<file path="config.mk">
export PLATFORM = sky130hd
export DESIGN_NAME = power_logic_seq_ctrl
export DESIGN_NICKNAME = d
export VERILOG_FILES = /design/src/rtl/power_logic_pkg.sv /design/src/rtl/power_logic_sync2.sv /design/src/rtl/power_logic_seq_ctrl.sv
export SDC_FILE = /design/constraint.sdc
export NUM_CORES = 1
export LEC_CHECK = 0
export CAP_MARGIN = 20
export CORE_MARGIN = 10
export CORE_UTILIZATION = 45
export CTS_CLUSTER_SIZE = 28
export DETAILED_ROUTE_END_ITERATION = 12
export PLACE_DENSITY_LB_ADDON = 0.05
export SLEW_MARGIN = 10
export SYNTH_ARGS = -nofsm -noshare
export SYNTH_HDL_FRONTEND = slang
export SYNTH_SLANG_ARGS = --single-unit
</file>
<file path="constraint.sdc">
create_clock -name clock -period 3.2 [get_ports clock]
set_input_delay 0.32 -clock clock [delete_from_list [all_inputs] [get_ports clock]]
set_output_delay 0.32 -clock clock [all_outputs]
set_load 0.01 [all_outputs]
</file>
<file path="src/rtl/power_logic_pkg.sv">
// Shared types and default parameters for the power-domain switch sequencer.
package power_logic_pkg;

  localparam int DEF_STAGES      = 4;
  localparam int DEF_STEP_CYCLES = 8;
  localparam int DEF_ACK_TIMEOUT = 255;

  typedef enum logic [2:0] {
    ST_OFF,
    ST_PWRUP,
    ST_WAITACK,
    ST_ON,
    ST_ISOLATE,
    ST_PWRDN
  } pwr_state_e;

endpackage

</file>
<file path="src/rtl/power_logic_sync2.sv">
// Two-flop synchronizer for a single asynchronous level, reset to 0.
module power_logic_sync2 (
  input  logic clock,
  input  logic resetn,
  input  logic d,
  output logic q
);

  logic meta_q;

  always_ff @(posedge clock or negedge resetn) begin
    if (!resetn) begin
      meta_q <= 1'b0;
      q      <= 1'b0;
    end else begin
      meta_q <= d;
      q      <= meta_q;
    end
  end

endmodule

</file>
<file path="src/rtl/power_logic_seq_ctrl.sv">
// Power-domain sequencer: staged switch enables, ack wait with timeout, isolation, reverse power-down.
// Define POWER_LOGIC_SEQ_ACK_SYNC_EN to pass pwr_ack through a 2-flop synchronizer.
module power_logic_seq_ctrl
  import power_logic_pkg::*;
#(
  parameter int STAGES      = DEF_STAGES,
  parameter int STEP_CYCLES = DEF_STEP_CYCLES,
  parameter int ACK_TIMEOUT = DEF_ACK_TIMEOUT
) (
  input  logic              clock,
  input  logic              resetn,
  input  logic              pwr_req,
  input  logic              pwr_ack,
  input  logic              err_clr,
  output logic [STAGES-1:0] stage_en_n,
  output logic              iso_en,
  output logic              pwr_on,
  output logic              busy,
  output logic              timeout_err
);

  localparam int STEP_W = $clog2(STEP_CYCLES);
  localparam int TMO_W  = $clog2(ACK_TIMEOUT + 1);
  localparam logic [STEP_W-1:0] STEP_LAST = STEP_W'(STEP_CYCLES - 1);
  localparam logic [TMO_W-1:0]  TMO_LAST  = TMO_W'(ACK_TIMEOUT - 1);

  pwr_state_e        state_q, state_d;
  logic [STAGES-1:0] stage_q, stage_d;
  logic [STEP_W-1:0] step_q, step_d;
  logic [TMO_W-1:0]  tmo_q, tmo_d;
  logic              err_q, err_d;
  logic              iso_q, on_q, busy_q;
  logic              ack;

`ifdef POWER_LOGIC_SEQ_ACK_SYNC_EN
  power_logic_sync2 u_ack_sync (
    .clock  (clock),
    .resetn (resetn),
    .d      (pwr_ack),
    .q      (ack)
  );
`else
  assign ack = pwr_ack;
`endif

  // NOTE: every always_comb output gets a default first so no path can infer a latch.
  always_comb begin
    state_d = state_q;
    stage_d = stage_q;
    step_d  = step_q;
    tmo_d   = tmo_q;
    err_d   = err_clr ? 1'b0 : err_q;

    // Stages switch on from bit 0 upward (shift a 0 in) and off from the top down (shift a 1 in).
    case (state_q)
      ST_OFF: begin
        if (pwr_req && !err_q) begin
          state_d = ST_PWRUP;
          stage_d = {stage_q[STAGES-2:0], 1'b0};
          step_d  = '0;
        end
      end
      ST_PWRUP: begin
        if (step_q == STEP_LAST) begin
          step_d = '0;
          if (!stage_q[STAGES-1]) begin
            state_d = ST_WAITACK;
            tmo_d   = '0;
          end else begin
            stage_d = {stage_q[STAGES-2:0], 1'b0};
          end
        end else begin
          step_d = step_q + 1'b1;
        end
      end
      ST_WAITACK: begin
        if (ack) begin
          state_d = ST_ON;
          tmo_d   = '0;
        end else if (tmo_q == TMO_LAST) begin
          state_d = ST_PWRDN;
          err_d   = 1'b1;
          stage_d = {1'b1, stage_q[STAGES-1:1]};
          step_d  = '0;
          tmo_d   = '0;
        end else begin
          tmo_d = tmo_q + 1'b1;
        end
      end
      ST_ON: begin
        if (!pwr_req) begin
          state_d = ST_ISOLATE;
          step_d  = '0;
        end
      end
      ST_ISOLATE: begin
        if (step_q == STEP_LAST) begin
          state_d = ST_PWRDN;
          stage_d = {1'b1, stage_q[STAGES-1:1]};
          step_d  = '0;
        end else begin
          step_d = step_q + 1'b1;
        end
      end
      ST_PWRDN: begin
        if (stage_q[0]) begin
          state_d = ST_OFF;
        end else if (step_q == STEP_LAST) begin
          stage_d = {1'b1, stage_q[STAGES-1:1]};
          step_d  = '0;
        end else begin
          step_d = step_q + 1'b1;
        end
      end
      default: state_d = ST_OFF;
    endcase
  end

  // NOTE: sequential state uses non-blocking assignments so all flops update from pre-edge values.
  always_ff @(posedge clock or negedge resetn) begin
    if (!resetn) begin
      state_q <= ST_OFF;
      stage_q <= '1;
      step_q  <= '0;
      tmo_q   <= '0;
      err_q   <= 1'b0;
      iso_q   <= 1'b1;
      on_q    <= 1'b0;
      busy_q  <= 1'b0;
    end else begin
      state_q <= state_d;
      stage_q <= stage_d;
      step_q  <= step_d;
      tmo_q   <= tmo_d;
      err_q   <= err_d;
      // Status outputs are registered from the next state so the clamp never glitches.
      iso_q   <= (state_d != ST_ON);
      on_q    <= (state_d == ST_ON);
      busy_q  <= !(state_d inside {ST_OFF, ST_ON});
    end
  end

  assign stage_en_n  = stage_q;
  assign iso_en      = iso_q;
  assign pwr_on      = on_q;
  assign busy        = busy_q;
  assign timeout_err = err_q;

endmodule
</file>
==> results.cfg, run 1 <==
[status]
status = finished, final reports clean

[setup_path]
worstSetupEndpointType = register
critical_path_arrival_ns = 2.44
worstPathMaxFanout = 20
r2r_slack_ns = 1.01
startpoint = state_q[1]
endpoint = tmo_q[4]
r2r-end = tmo_q[4]
rr_startpoint = state_q[1]
cp.required_ns = 3.45
reg2reg_depth = 5
start_kind = register
path_class = register to register

[grt]
grt_pass1_wl_um = 5700
track_usage = 0.112
grt_overflow = 0
grt_pass1_vias = 1164
grt_max_degree = 25
antenna_found_initial = 0

[synth]
ys_warn_count = 0
synthFlopType = dfrtp_1
synth_cell_types = 53
yosysTopAreaCell = dfrtp_1
synth-compound-area-share = 0.242
synth_top_family_by_area = simple AND/OR/NAND/NOR gates
synth-seq-cells = 22
muxShareOfSynthArea = 0.0230
netlist_instances = 160
synth_edf_count = 0
async_reset_ff_frac = 1.00
synth_top_area_share = 0.279
synthesis.area_mm2 = 0.00152
synth-adder-area-share = 0.0328
avgSynthCellArea_um2 = 9.52
yosys-top-cells-area = dfrtp_1 28%, dfstp_2 8.6%, nand2_1 4.4%
yosys-top-cells-count = 18 x nand2_1, 17 x dfrtp_1, 11 x inv_1
synth.most_common_cell = nand2_1
synth-xor-area-share = 0.00575
syn_nets = 169
synthSimpleGateAreaFrac = 0.251
yosysSeqAreaShare = 0.365

[clocking]
clk_pin_slew_worst_paths_ns = 0.13
cts_hold_buf = 0
cts.sinks = 22
cts_tree = done
htreeDepth = 1
insertion_delay_ns = 0.31
clockBufferDepth = 2
cts_resized = 0
post_cts_buffers = 0
cts_root_buffer = clkbuf_4
numCtsBuffers = 3

[floorplan]
fp.dieH_um = 78.2
io_pins = 13
die_width_um = 78.2
rows = 21
start_util = 0.460
dieArea_mm2 = 0.00611
core_mm2 = 0.00331

[pwr]
clkPwrFrac = 0.137
power_frac_seq = 0.416
power_frac_comb = 0.447
p_int_mw = 0.691
vdd_drop_max_uv = 441
p_leak_nw = 0.720
powerDensity_mw_per_mm2 = 708
p_switching_mw = 0.492
p_sw_frac = 0.416

[final_layout]
n_fill_cell = 334
drive_gt1_frac = 0.154
fin_nets = 179
final_core_util = 0.505
syn_to_final_growth_pct = 9.77
diodes = 0

[timing]
slew_headroom = 0.539
post-route-min-period_ns = 2.19
worstMarginPinSlew_ns = 0.692
period_share = 0.685
timing.hold.ws_ns = 0.318
final_max_slew_viol_count = 0
hold_viol = 0
finalSetupTns_ns = 0
fin_worst_skew_ns = 0.00256
fmax_ghz = 0.456
setup_viol_count_final = 0
worst_slack_ns = 1.01
rsz0062_at_grt = false

[place]
gp_congestion = 0.821
port_buffers = 12
pre_cts_ws_ns = 1.06
hpwl_um = 2280

[route]
ant_nets = 0
avgRoutedWirePerCell_um = 15.2
num_vias = 1192
drc = 0
wl_um = 3270
via_per_inst = 5.54
first_iter_violations = 76
first_pass_iters = 4

[min_path]
worst_hold_path_type = input port to async pin

[flow_run]
maxCapViolations = 0
[through the flow]
step	total power [mW]	cell area (µm²)	std cells
after floorplan	0.914	1520	160
after global placement	1.01	1620	210
after detailed placement	1.02	1620	210
after CTS	1.19	1660	214
after global routing	1.29	1670	215
final	1.18	1670	215
[logic make-up after synthesis]
| kind of cell | after synthesis |
|---|---|
| AND/OR/NAND/NOR | 62 |
| AO/OA/AOI/OAI | 49 |
| multiplexers | 3 |
| adder cells (fa/ha/maj) | 4 |
| XOR/XNOR | 1 |
| flip-flops | 22 |
| buffers and inverters | 19 |
[layout by cell type (no fill, tap or decap), types with 3 or more instances in the layout]
master / synthesis / routed
o21ai_0: 10 / 10
o21a_1: 3 / 3
a21oi_1: 8 / 8
a31oi_1: 6 / 6
clkdlybuf4s50_1: 0 / 12
nand2_1: 18 / 18
dfstp_2: 5 / 5
a22o_1: 3 / 3
nor2_1: 10 / 10
a21o_1: 3 / 3
inv_1: 11 / 11
dfrtp_1: 17 / 17
ha_1: 4 / 4
nand2b_1: 6 / 6
nand3_1: 4 / 4
clkbuf_4: 0 / 3
[state kept, by name, summed over array words and instances, names as in the netlist]
| register | count |
|---|---|
| busy | 1 |
| iso_en | 1 |
| pwr_on | 1 |
| stage_en_n | 4 |
| state_q | 3 |
| step_q | 3 |
| timeout_err | 1 |
| tmo_q | 8 |
[layout make-up]
| cell class | instances | area (µm²) | area share |
|---|---|---|---|
| well taps | 46 | 57.6 | 0.0344 |
| repair buffers | 13 | 135 | 0.0808 |
| multi-input cells | 119 | 846 | 0.506 |
| inverters | 11 | 41.3 | 0.0247 |
| clock buffers | 4 | 36.3 | 0.0217 |
| flip-flops and latches | 22 | 557 | 0.333 |
[worst min path at each step]
stage / cells past startpoint / end / start / slack (ns)
final: 1 / step_q[0] / resetn / 0.32
after global routing: 1 / step_q[0] / resetn / 0.35
after CTS: 2 / stage_en_n[2] / stage_en_n[2] / 0.52
after detailed placement: 2 / step_q[2] / step_q[2] / 0.49
after global placement: 2 / step_q[1] / step_q[1] / 0.47
after floorplan: 0 / busy / resetn / 0.02
[critical path, cell delays in order, from the launching register on]
cell and delay (ns):
dfrtp_1 0.74, nor2b_2 0.33, nand2b_1 0.29, nor3_4 0.48, nand2b_1 0.10, a31oi_1 0.19
[metal layers]
metal / global-route usage / vias up / wire (µm)
li1: - / 590 / -
met3: 0.0364 / 2 / 146
met2: 0.172 / 17 / 1460
met4: 0.0358 / 0 / 22
met5: 0 / - / 0
met1: 0.144 / 583 / 1650
[power by group through the flow]
stage	clock, mW	combinational, mW	sequential (mW)
final	0.162	0.529	0.492
after detailed placement	0	0.530	0.494
after floorplan	0	0.488	0.426
after global placement	0	0.522	0.490
after global routing	0.179	0.599	0.514
after CTS	0.169	0.533	0.489
(Power assumes the default switching activity.)
==> run 2: changes to the inputs <==
==> constraint.sdc (replaced) <==
create_clock -name clock -period 2.3 [get_ports clock]
set_input_delay 0.23 -clock clock [delete_from_list [all_inputs] [get_ports clock]]
set_output_delay 0.23 -clock clock [all_outputs]
set_load 0.01 [all_outputs]
==> results.cfg, run 2 (synthesis results as in run 1) <==
[status]
status = finished, final reports clean

[place]
placed_cell_area_mm2 = 0.00165
gp_congestion = 0.809
port_buffers = 12
hpwl_um = 2380

[timing]
fin_worst_skew_ns = 0.00434
slew_headroom = 0.674
finalSetupTns_ns = 0
post-route-min-period_ns = 1.90
fmax_ghz = 0.527
final_max_slew_viol_count = 0
setup_viol_count_final = 0
hold_viol = 0
timing.hold.ws_ns = 0.239
worstMarginPinSlew_ns = 0.490
rsz0062_at_grt = false
period_share = 0.826

[route]
ant_nets = 0
first_iter_violations = 88
num_vias = 1208
met3_wirelength_um = 248
wl_um = 3220
top_layer = met4
met1_length_um = 1540
wl_met2_um = 1380
first_pass_iters = 4
avgRoutedWirePerCell_um = 14.8
via_per_inst = 5.54
drc = 0

[clocking]
cts_hold_buf = 0
clockBufferDepth = 2
cts_root_buffer = clkbuf_4
cts.sinks = 22
insertion_delay_ns = 0.32
post_cts_buffers = 0
numCtsBuffers = 3
htreeDepth = 1
clk_pin_slew_worst_paths_ns = 0.13
cts_tree = done
cts_resized = 0

[floorplan]
dieArea_mm2 = 0.00611
die_width_um = 78.2
rows = 21
fp.dieH_um = 78.2
start_util = 0.460
io_pins = 13
core_mm2 = 0.00331

[grt]
grt_max_degree = 23
grt_overflow = 0
antenna_found_initial = 0
track_usage = 0.111
grt_pass1_vias = 1207
grt_pass1_wl_um = 5760

[final_layout]
final_common_cell = nand2_1
largest_reg_flops = 8
n_fill_cell = 325
drive_gt1_frac = 0.169
fin_nets = 182
diodes = 0
fin_area_mm2 = 0.00170
layout_common_cells = 18 x nand2_1, 17 x dfrtp_1, 12 x clkdlybuf4s50_1
final_core_util = 0.515
top_register = tmo_q
syn_to_final_growth_pct = 11.8

[setup_path]
reg2reg_depth = 5
worstSetupEndpointType = register
cp.required_ns = 2.55
path_class = register to register
worstPathMaxFanout = 13
start_kind = register
critical_path_arrival_ns = 2.15

[min_path]
worst_hold_path_type = input port to async pin

[pwr]
vdd_drop_max_uv = 583
totalPowerFinal_mw = 1.76
p_leak_nw = 0.740
powerDensity_mw_per_mm2 = 1030

[flow_run]
maxCapViolations = 0
-- run 2: cell count changes in the layout (fill, tap and decap cells not counted) --
cell,previous run,this run
buf_4,0,4
buf_8,1,0
bufinv_16,0,1
clkbuf_8,1,0
-- run 2: final cells by class --
cell class	instances	area, µm²	area share
multi-input combinational	119	846	0.496
sequential	22	557	0.327
timing repair buffer	16	150	0.0881
clock inverter	1	30.0	0.0176
tap	46	57.6	0.0338
clock buffer	3	22.5	0.0132
inverter	11	41.3	0.0242
-- run 2: final timing paths --
| check | from | endpoint | slack (ns) |
|---|---|---|---|
| min reg2reg | step_q[1] | step_q[1] | 0.50 |
| max in group asynchronous | resetn | stage_en_n[3] | 1.79 |
| min in group clock | err_clr | timeout_err | 0.45 |
| max reg2reg | state_q[2] | tmo_q[3] | 0.40 |
| max | state_q[2] | tmo_q[3] | 0.40 |
| min | resetn | state_q[0] | 0.24 |
-- run 2: routing by layer --
layer	up-vias	GRT usage
li1	597	-
met1	575	0.145
met2	31	0.165
met3	5	0.0330
met4	0	0.0466
met5	-	0
-- run 2: worst max-delay path, stage by stage, from the launching register on --
cell and delay [ns]:
dfrtp_1 0.55, nor2b_2 0.23, nand2b_1 0.30, nor3_4 0.46, a21oi_1 0.11, a31oi_1 0.17
-- run 2: per-stage QoR --
step	worst slack, ns	cells
detailed placement	0.397	214
global route	0.214	218
CTS	0.391	218
finish	0.401	218
floorplan	0.564	160
global placement	0.396	214
-- run 2: where the power goes --
group          internal [mW]  leakage (nW)  switching [mW]
clock network          0.176        0.0279           0.131
logic                  0.389         0.438           0.435
registers              0.500         0.274           0.126
